$ cat config.mk
export PLATFORM = sky130hd
export DESIGN_NAME = comp_thresh_serial_loader
export DESIGN_NICKNAME = d
export VERILOG_FILES = /design/src/rtl/comp_thresh_serial_loader.sv
export SDC_FILE = /design/constraint.sdc
export NUM_CORES = 1
export LEC_CHECK = 0
export ABC_CLOCK_PERIOD_IN_PS = 2800
export CORE_MARGIN = 4
export CORE_UTILIZATION = 41
export DETAILED_ROUTE_END_ITERATION = 6
export PLACE_DENSITY = 0.63
export SETUP_SLACK_MARGIN = 0.02
export SYNTH_ARGS = -nofsm -noshare
export SYNTH_HDL_FRONTEND = slang
export SYNTH_SLANG_ARGS = --single-unit
$ cat constraint.sdc
create_clock -name CLK -period 2.8 [get_ports CLK]
set_input_delay 0.56 -clock CLK [delete_from_list [all_inputs] [get_ports CLK]]
set_output_delay 0.56 -clock CLK [all_outputs]
set_load 0.01 [all_outputs]
$ cat src/rtl/comp_thresh_serial_loader.sv
// Serial loader for daisy-chained comparator-threshold DACs: captures a parallel image on START, shifts it out, strobes LOAD.
// Latency START-sampled edge to SET_DONE rising is NCHAN*NBITS + LOAD_W + 1 edges; START is ignored while busy (no backpressure).
module comp_thresh_serial_loader #(
  parameter int NBITS     = 16,
  parameter int NCHAN     = 1,
  parameter int LOAD_W    = 2,
  parameter int LSB_FIRST = 0
) (
  input  logic                   CLK,
  input  logic                   RST,
  input  logic                   START,
  input  logic [NCHAN*NBITS-1:0] DATA,
  output logic                   SDATA,
  output logic                   SHFT_ENA,
  output logic                   LOAD,
  output logic                   BUSY,
  output logic                   SET_DONE
);

  localparam int TOTAL  = NCHAN * NBITS;
  localparam int CNT_W  = $clog2(TOTAL + 1);
  localparam int LCNT_W = $clog2(LOAD_W + 1);

  typedef enum logic [2:0] {
    S_IDLE  = 3'd0,
    S_PLOAD = 3'd1,
    S_SHIFT = 3'd2,
    S_LATCH = 3'd3,
    S_DONE  = 3'd4
  } state_t;

  state_t              state_q, state_d;
  logic [TOTAL-1:0]    shreg_q, shreg_d;
  logic [CNT_W-1:0]    bit_cnt_q, bit_cnt_d;
  logic [LCNT_W-1:0]   load_cnt_q, load_cnt_d;
  logic                sdata_q, sdata_d;
  logic                shft_ena_q, shft_ena_d;
  logic                load_q, load_d;
  logic                busy_q, busy_d;
  logic                set_done_q, set_done_d;
  logic [TOTAL-1:0]    img;

  // The shift register always emits its MSB; for LSB-first words the bits
  // are mirrored within each word at capture so word order is unchanged.
  always_comb begin
    img = DATA;
    if (LSB_FIRST != 0) begin
      for (int k = 0; k < NCHAN; k++) begin
        for (int b = 0; b < NBITS; b++) begin
          img[k*NBITS + b] = DATA[k*NBITS + NBITS - 1 - b];
        end
      end
    end
  end

  always_comb begin
    state_d    = state_q;
    shreg_d    = shreg_q;
    bit_cnt_d  = bit_cnt_q;
    load_cnt_d = load_cnt_q;
    sdata_d    = 1'b0;
    shft_ena_d = 1'b0;
    load_d     = 1'b0;
    busy_d     = 1'b0;
    set_done_d = 1'b0;

    case (state_q)
      S_IDLE: begin
        if (START) begin
          state_d   = S_PLOAD;
          shreg_d   = img;
          bit_cnt_d = CNT_W'(TOTAL);
          busy_d    = 1'b1;
        end
      end

      S_PLOAD, S_SHIFT: begin
        busy_d = 1'b1;
        if (bit_cnt_q != '0) begin
          state_d    = S_SHIFT;
          sdata_d    = shreg_q[TOTAL-1];
          shft_ena_d = 1'b1;
          shreg_d    = {shreg_q[TOTAL-2:0], 1'b0};
          bit_cnt_d  = bit_cnt_q - CNT_W'(1);
        end else begin
          state_d    = S_LATCH;
          load_d     = 1'b1;
          load_cnt_d = LCNT_W'(LOAD_W);
        end
      end

      // load_cnt holds the strobe cycles still owed, including the current one
      S_LATCH: begin
        if (load_cnt_q > LCNT_W'(1)) begin
          load_d     = 1'b1;
          busy_d     = 1'b1;
          load_cnt_d = load_cnt_q - LCNT_W'(1);
        end else begin
          state_d    = S_DONE;
          set_done_d = 1'b1;
          load_cnt_d = '0;
        end
      end

      S_DONE: begin
        if (START) begin
          set_done_d = 1'b1;
        end else begin
          state_d = S_IDLE;
        end
      end

      default: begin
        state_d    = S_IDLE;
        shreg_d    = '0;
        bit_cnt_d  = '0;
        load_cnt_d = '0;
      end
    endcase
  end

  always_ff @(posedge CLK) begin
    if (RST) begin
      state_q    <= S_IDLE;
      shreg_q    <= '0;
      bit_cnt_q  <= '0;
      load_cnt_q <= '0;
      sdata_q    <= 1'b0;
      shft_ena_q <= 1'b0;
      load_q     <= 1'b0;
      busy_q     <= 1'b0;
      set_done_q <= 1'b0;
    end else begin
      state_q    <= state_d;
      shreg_q    <= shreg_d;
      bit_cnt_q  <= bit_cnt_d;
      load_cnt_q <= load_cnt_d;
      sdata_q    <= sdata_d;
      shft_ena_q <= shft_ena_d;
      load_q     <= load_d;
      busy_q     <= busy_d;
      set_done_q <= set_done_d;
    end
  end

  assign SDATA    = sdata_q;
  assign SHFT_ENA = shft_ena_q;
  assign LOAD     = load_q;
  assign BUSY     = busy_q;
  assign SET_DONE = set_done_q;

endmodule

==> flow_metrics.tcl <==
set metrics [dict create \
    yosysSeqAreaShare_pct 44.93 \
    grt-ovfl-total 0 \
    status "finished clean" \
    clock_skew_ns 0.008939 \
    slew_viol_final 0 \
    required_ns 3.07 \
    synth_area_mm2 0.001381 \
    drc 0 \
    stdcell_area_mm2 0.001708 \
    setup_viol 0 \
    root_buffer "clkbuf_4" \
    pre_cts_ws_ns 0.4234 \
    first_pass_iters 5 \
    cp-end-kind "register" \
    vdd_drop_max_mv 0.6081 \
    final_nets 189 \
    yosys-top-cells-area "dfxtp_1 (45%), o2bb2ai_1 (8.9%), a22oi_1 (8.2%)" \
    crit_fanout 17 \
    drive_gt1_share_pct 11.90 \
    avgViaCountPerCell 5.566 \
    clk_pin_slew_ns 0.10 \
    fin_ws_ns 0.5880 \
    diodes 0 \
    synth_edf_count 0 \
    synthArstFlopShare_pct 0 \
    seqCellArea_um2 620.6 \
    synthDistinctLibCells 43 \
    drt_iter0_markers 66 \
    synth_top_area_cell "dfxtp_1" \
    worstPathArrival_ns 2.48 \
    antenna_found_initial 0 \
    hold_viol 0 \
    power_leakage_nw 0.6067 \
    worst_r2r_path_depth 6 \
    postPlaceCellArea_mm2 0.001652 \
    start_util_pct 44.16 \
    yosysMostFrequentCell "dfxtp_1" \
    vias 1180 \
    grt_first_pass_wirelength_mm 4.795 \
    io_pins 24 \
    cts.sinks 31 \
    io_buffers 23 \
    core_area_mm2 0.003128 \
    cap_violations 0 \
    cts_resized 0 \
    gp_congestion 0.7788 \
    fill_cells 302 \
    r2r_start "bit_cnt_q[0]" \
    synth_nets 164 \
    ant_nets 0 \
    cts_tree "built" \
    syn_inst 143 \
    reg2reg_slack_ns 0.59 \
    grt_pass1_vias 1039 \
    cp-endpoint "bit_cnt_q[0]" \
    rsz0062_at_grt "no" \
    worstMarginPinSlew_ns 0.6076 \
    syn_avg_cell_area_um2 9.660 \
    grt_usage_pct 14.55 \
    ctsHoldBuffers 0 \
    startpoint "bit_cnt_q[0]" \
    setup_tns_ns 0 \
    h-tree-depth 2 \
    yosys_warnings 0 \
    grt_max_degree 18 \
    crit_type "register to register" \
    dieArea_mm2 0.004362 \
    clk_path_buf_depth 2 \
    period_share_pct 79.00 \
    fin_crit_ns 2.212 \
    synth_ff_type "dfxtp_1" \
    hpwlAfterDp_mm 2.046 \
    fp.dieH_um 66.05 \
    cts_setup_buffers 0 \
    post-route-util_pct 54.60 \
    relSlewSlack_pct 59.12 \
    wl_per_cell_um 13.95 \
    ys_seq_elements 31 \
    max_freq_mhz 452.1 \
    r2r-end "bit_cnt_q[0]" \
    synth_top_cells_by_count "dfxtp_1 (31), a22oi_1 (15), o2bb2ai_1 (14)" \
    cts_buffers 5 \
    area_growth_pct 23.64 \
    synth_top_area_share_pct 44.93 \
    multiInputGateArea_um2 708.2 \
    wirelength_mm 2.958 \
    critPathLaunchType "register" \
    num_rows 20 \
    pwr_density_cell_mw_per_mm2 1105 \
    worstSkewPairLatency_ns 0.33 \
    die_w_um 66.05 \
    hp-class "register to register" \
]
-- layer usage --
metal | vias up | GRT usage, % | part of all wire (%)
met4 | 0 | 6.091 | 1.5
li1 | 591 | - | -
met1 | 562 | 20.25 | 50
met2 | 22 | 20.65 | 44
met5 | - | 0 | 0
met3 | 5 | 4.422 | 4.7
-- how the worst min path moves through the flow --
stage | from | end | slack, ns | cells past startpoint
final | shreg_q[14] | shreg_q[14] | 0.48 | 1
after floorplan | shreg_q[15] | shreg_q[15] | 0.42 | 1
after CTS | shreg_q[8] | shreg_q[8] | 0.48 | 1
after detailed placement | shreg_q[14] | shreg_q[14] | 0.45 | 1
after global placement | shreg_q[15] | shreg_q[15] | 0.44 | 1
after global routing | shreg_q[9] | shreg_q[9] | 0.50 | 1
-- cell type report --
cell class	count	area share [%]
Multi-Input combinational cell	100	41.47
Sequential cell	31	36.34
Timing Repair Buffer	26	14.80
Tap cell	44	3.223
Clock buffer	6	3.004
Inverter	4	0.8791
Clock inverter	1	0.2930
-- worst max-delay path: stages, from the launching register on --
cell     delay (ns)
dfxtp_1        0.32
inv_1          0.09
ha_1           0.16
or4b_4         0.51
or3_4          0.41
a21oi_4        0.43
mux2_2         0.24
-- through the flow --
step	hold WS [ns]	total power [mW]	cells
after floorplan	0.4242	1.392	143
after global placement	0.4425	1.605	205
after detailed placement	0.4496	1.627	205
after CTS	0.4782	1.898	212
after global routing	0.4971	2.046	212
final	0.4775	1.887	212
-- flip-flops by register name, summed over array words and instances (netlist names) --
signal and cells:
BUSY 1, LOAD 1, SDATA 1, bit_cnt_q 5
shreg_q 16, SET_DONE 1, SHFT_ENA 1, load_cnt_q 2
state_q 3
-- cell usage in the layout (no fill, tap or decap), types with 2 or more instances in the layout --
master,synthesis,routed
a21o_1,3,3
a21oi_1,7,7
a22oi_1,15,15
buf_4,0,3
clkbuf_4,0,5
clkdlybuf4s50_1,0,23
dfxtp_1,31,31
ha_1,2,2
inv_1,4,4
nand2_1,4,4
nand2b_1,4,4
nor2_1,9,9
nor2b_1,3,3
nor3_1,4,4
o21ai_0,5,5
o2bb2ai_1,14,14
or2_2,4,4
-- cell families (layout without fill, tap and decap cells) --
group / Yosys count / after routing / share of synthesized area, %
multiplexers: 1 / 1 / 0.8152
AO/OA/AOI/OAI: 56 / 56 / 31.07
buffers and inverters: 12 / 37 / 3.804
AND/OR/NAND/NOR: 40 / 40 / 16.94
adder cells (fa/ha/maj): 2 / 2 / 1.811
flip-flops: 31 / 31 / 44.93
XOR/XNOR: 1 / 1 / 0.6342
-- report_power, final --
part | total (mW) | switching, mW | internal, mW
registers | 0.721 | 0.128 | 0.593
logic | 0.902 | 0.488 | 0.414
clock network | 0.264 | 0.148 | 0.116
total | 1.89 | 0.763 | 1.12
No activity file was read; power rests on OpenSTA's default activity.
==> patch: new RTL, same settings <==
Put one more register stage on the output `SET_DONE`, with the module's reset. The value now appears one clock later. The other outputs are not delayed to match. Comments in the files are not updated.
--- a/src/rtl/comp_thresh_serial_loader.sv
+++ b/src/rtl/comp_thresh_serial_loader.sv
@@ -149,3 +149,9 @@
   assign BUSY     = busy_q;
-  assign SET_DONE = set_done_q;
+  always_ff @(posedge CLK) begin
+    if (RST) begin
+      SET_DONE <= '0;
+    end else begin
+      SET_DONE <= set_done_q;
+    end
+  end
 
Function: no difference found for any inputs over 10 cycles, from zero or initial values and one cycle with RST high; that may be too few to reach the edited logic, so the function may still have changed.
==> patch against the unedited design <==
First-iteration DRC count unchanged. Cell area increased by 4.0%. Worst setup slack got worse by 0.019 ns. Cell count increased by 2.4%. Routed wire length increased by 0.85%. Power increased by 7.6%. Critical path depth unchanged. Synthesized area increased by 1.9%. Maximum frequency decreased by 0.85%. Sequential cell count increased by 1. Clock skew about the same. Global-route usage increased by 0.19 points. Clock power increased by 48%. Critical endpoint unchanged. Largest cell class unchanged. Highest routed layer unchanged.
==> patch: results (changes against the unedited design) <==
[synth]
syn_nets=166  ; was 164
synth_commonest_cells=dfxtp_1 (32), a22oi_1 (15), o2bb2ai_1 (14)  ; was dfxtp_1 (31), a22oi_1 (15), o2bb2ai_1 (14)
synth_area_leaders=dfxtp_1 (46%), o2bb2ai_1 (8.7%), a22oi_1 (8.0%)  ; was dfxtp_1 (45%), o2bb2ai_1 (8.9%), a22oi_1 (8.2%)
yosys_warnings=0  ; unchanged
yosysUniqueCellTypes=43  ; unchanged
seq_area_frac_synth=0.455  ; was 0.449

[critical_path]
critPathMaxStageDelay_ns=0.51  ; about the same
r2r_slack_ns=0.57  ; was 0.59 ns
critical_path.top_delay_family=simple AND/OR/NAND/NOR gates  ; unchanged
cp.arrival_ns=2.51  ; was 2.48 ns
path_max_fanout=17  ; unchanged

[placement]
place_ws_ns=0.400  ; was 0.423 ns
dp.final_hpwl_um=2050  ; about the same
gp_congestion=0.867  ; was 0.779

[outcome]
status=finished clean  ; unchanged

[sta]
final.setup_skew_ns=0.00851  ; was 0.00894 ns
period_needed_ns=2.23  ; was 2.21 ns
tightest_slew_ns=0.609  ; was 0.608 ns

[routing]
wl_per_cell_um=13.7  ; was 14.0 um
dr_total_vias=1190  ; was 1180
drtIter0Drc=66  ; unchanged
dr.pass1.iters=4  ; was 5

[final_layout]
nets=191  ; was 189
fillers=343  ; was 302
final_layout_size_suffix_gt1_frac=0.123  ; was 0.119

[pwr]
peakVddDrop_mv=0.443  ; was 0.608 mV
cellLeakagePower_nw=0.634  ; was 0.607 nW

[worst_hold_path]
min_path_type=reg2reg  ; unchanged

[grt]
grt_first_pass_wirelength_um=4910  ; was 4800 um
track_usage=0.147  ; was 0.145
grt_pass1_vias=1051  ; was 1039
grt_antenna_before_repair=0  ; unchanged

[clock_tree]
cts_root_buffer=clkbuf_4  ; unchanged
clockBufferDepth=2  ; unchanged

-- patch: final timing paths --
kind / startpoint / endpoint / cells after the start
worst max-delay path: bit_cnt_q[0] / bit_cnt_q[0] / 6
worst min register to register: set_done_q / SET_DONE / 1
worst min-delay path: set_done_q / SET_DONE / 1
worst max register to register: bit_cnt_q[0] / bit_cnt_q[0] / 6
-- patch: through the flow --
step	hold slack, ns	area (sq um)	std cells	total power (W)
after floorplan	0.414	1410	145	0.00141
after global placement	0.424	1680	209	0.00162
after detailed placement	0.437	1680	209	0.00165
after CTS	0.459	1780	217	0.00205
after global routing	0.484	1780	217	0.00219
final	0.452	1780	217	0.00203
-- patch: cell families (layout without fill, tap and decap cells) --
kind of cell               count (synthesis)  after routing  share of synthesized area
xor gates and xnor gates                   1              1                    0.00622
buffers and inverters                     12             38                     0.0373
and+or+nand+nor                           41             41                      0.171
DFF                                       32             32                      0.455
AOI/OAI and AO/OA                         56             56                      0.305
muxes                                      1              1                    0.00800
adders and majority gates                  2              2                     0.0178
-- patch: metal layers --
| layer | track usage | share of wire | up-vias |
|---|---|---|---|
| li1 | - | - | 598 |
| met2 | 0.204 | 0.43 | 27 |
| met1 | 0.205 | 0.50 | 561 |
| met4 | 0.0685 | 0.016 | 0 |
| met5 | 0 | 0 | - |
| met3 | 0.0455 | 0.050 | 4 |
-- patch: where the power goes --
group	internal (W)	switching [W]	total (W)
sequential	0.000608	0.000127	0.000735
clock	0.000237	0.000154	0.000391
combinational	0.000415	0.000490	0.000905
-- patch: cell type report --
| class | count | area share |
|---|---|---|
| sequential | 32 | 0.361 |
| timing repair buffer | 26 | 0.142 |
| tap | 46 | 0.0324 |
| multi-input combinational | 101 | 0.402 |
| clock buffer | 7 | 0.0366 |
| clock inverter | 1 | 0.0169 |
| inverter | 4 | 0.00846 |
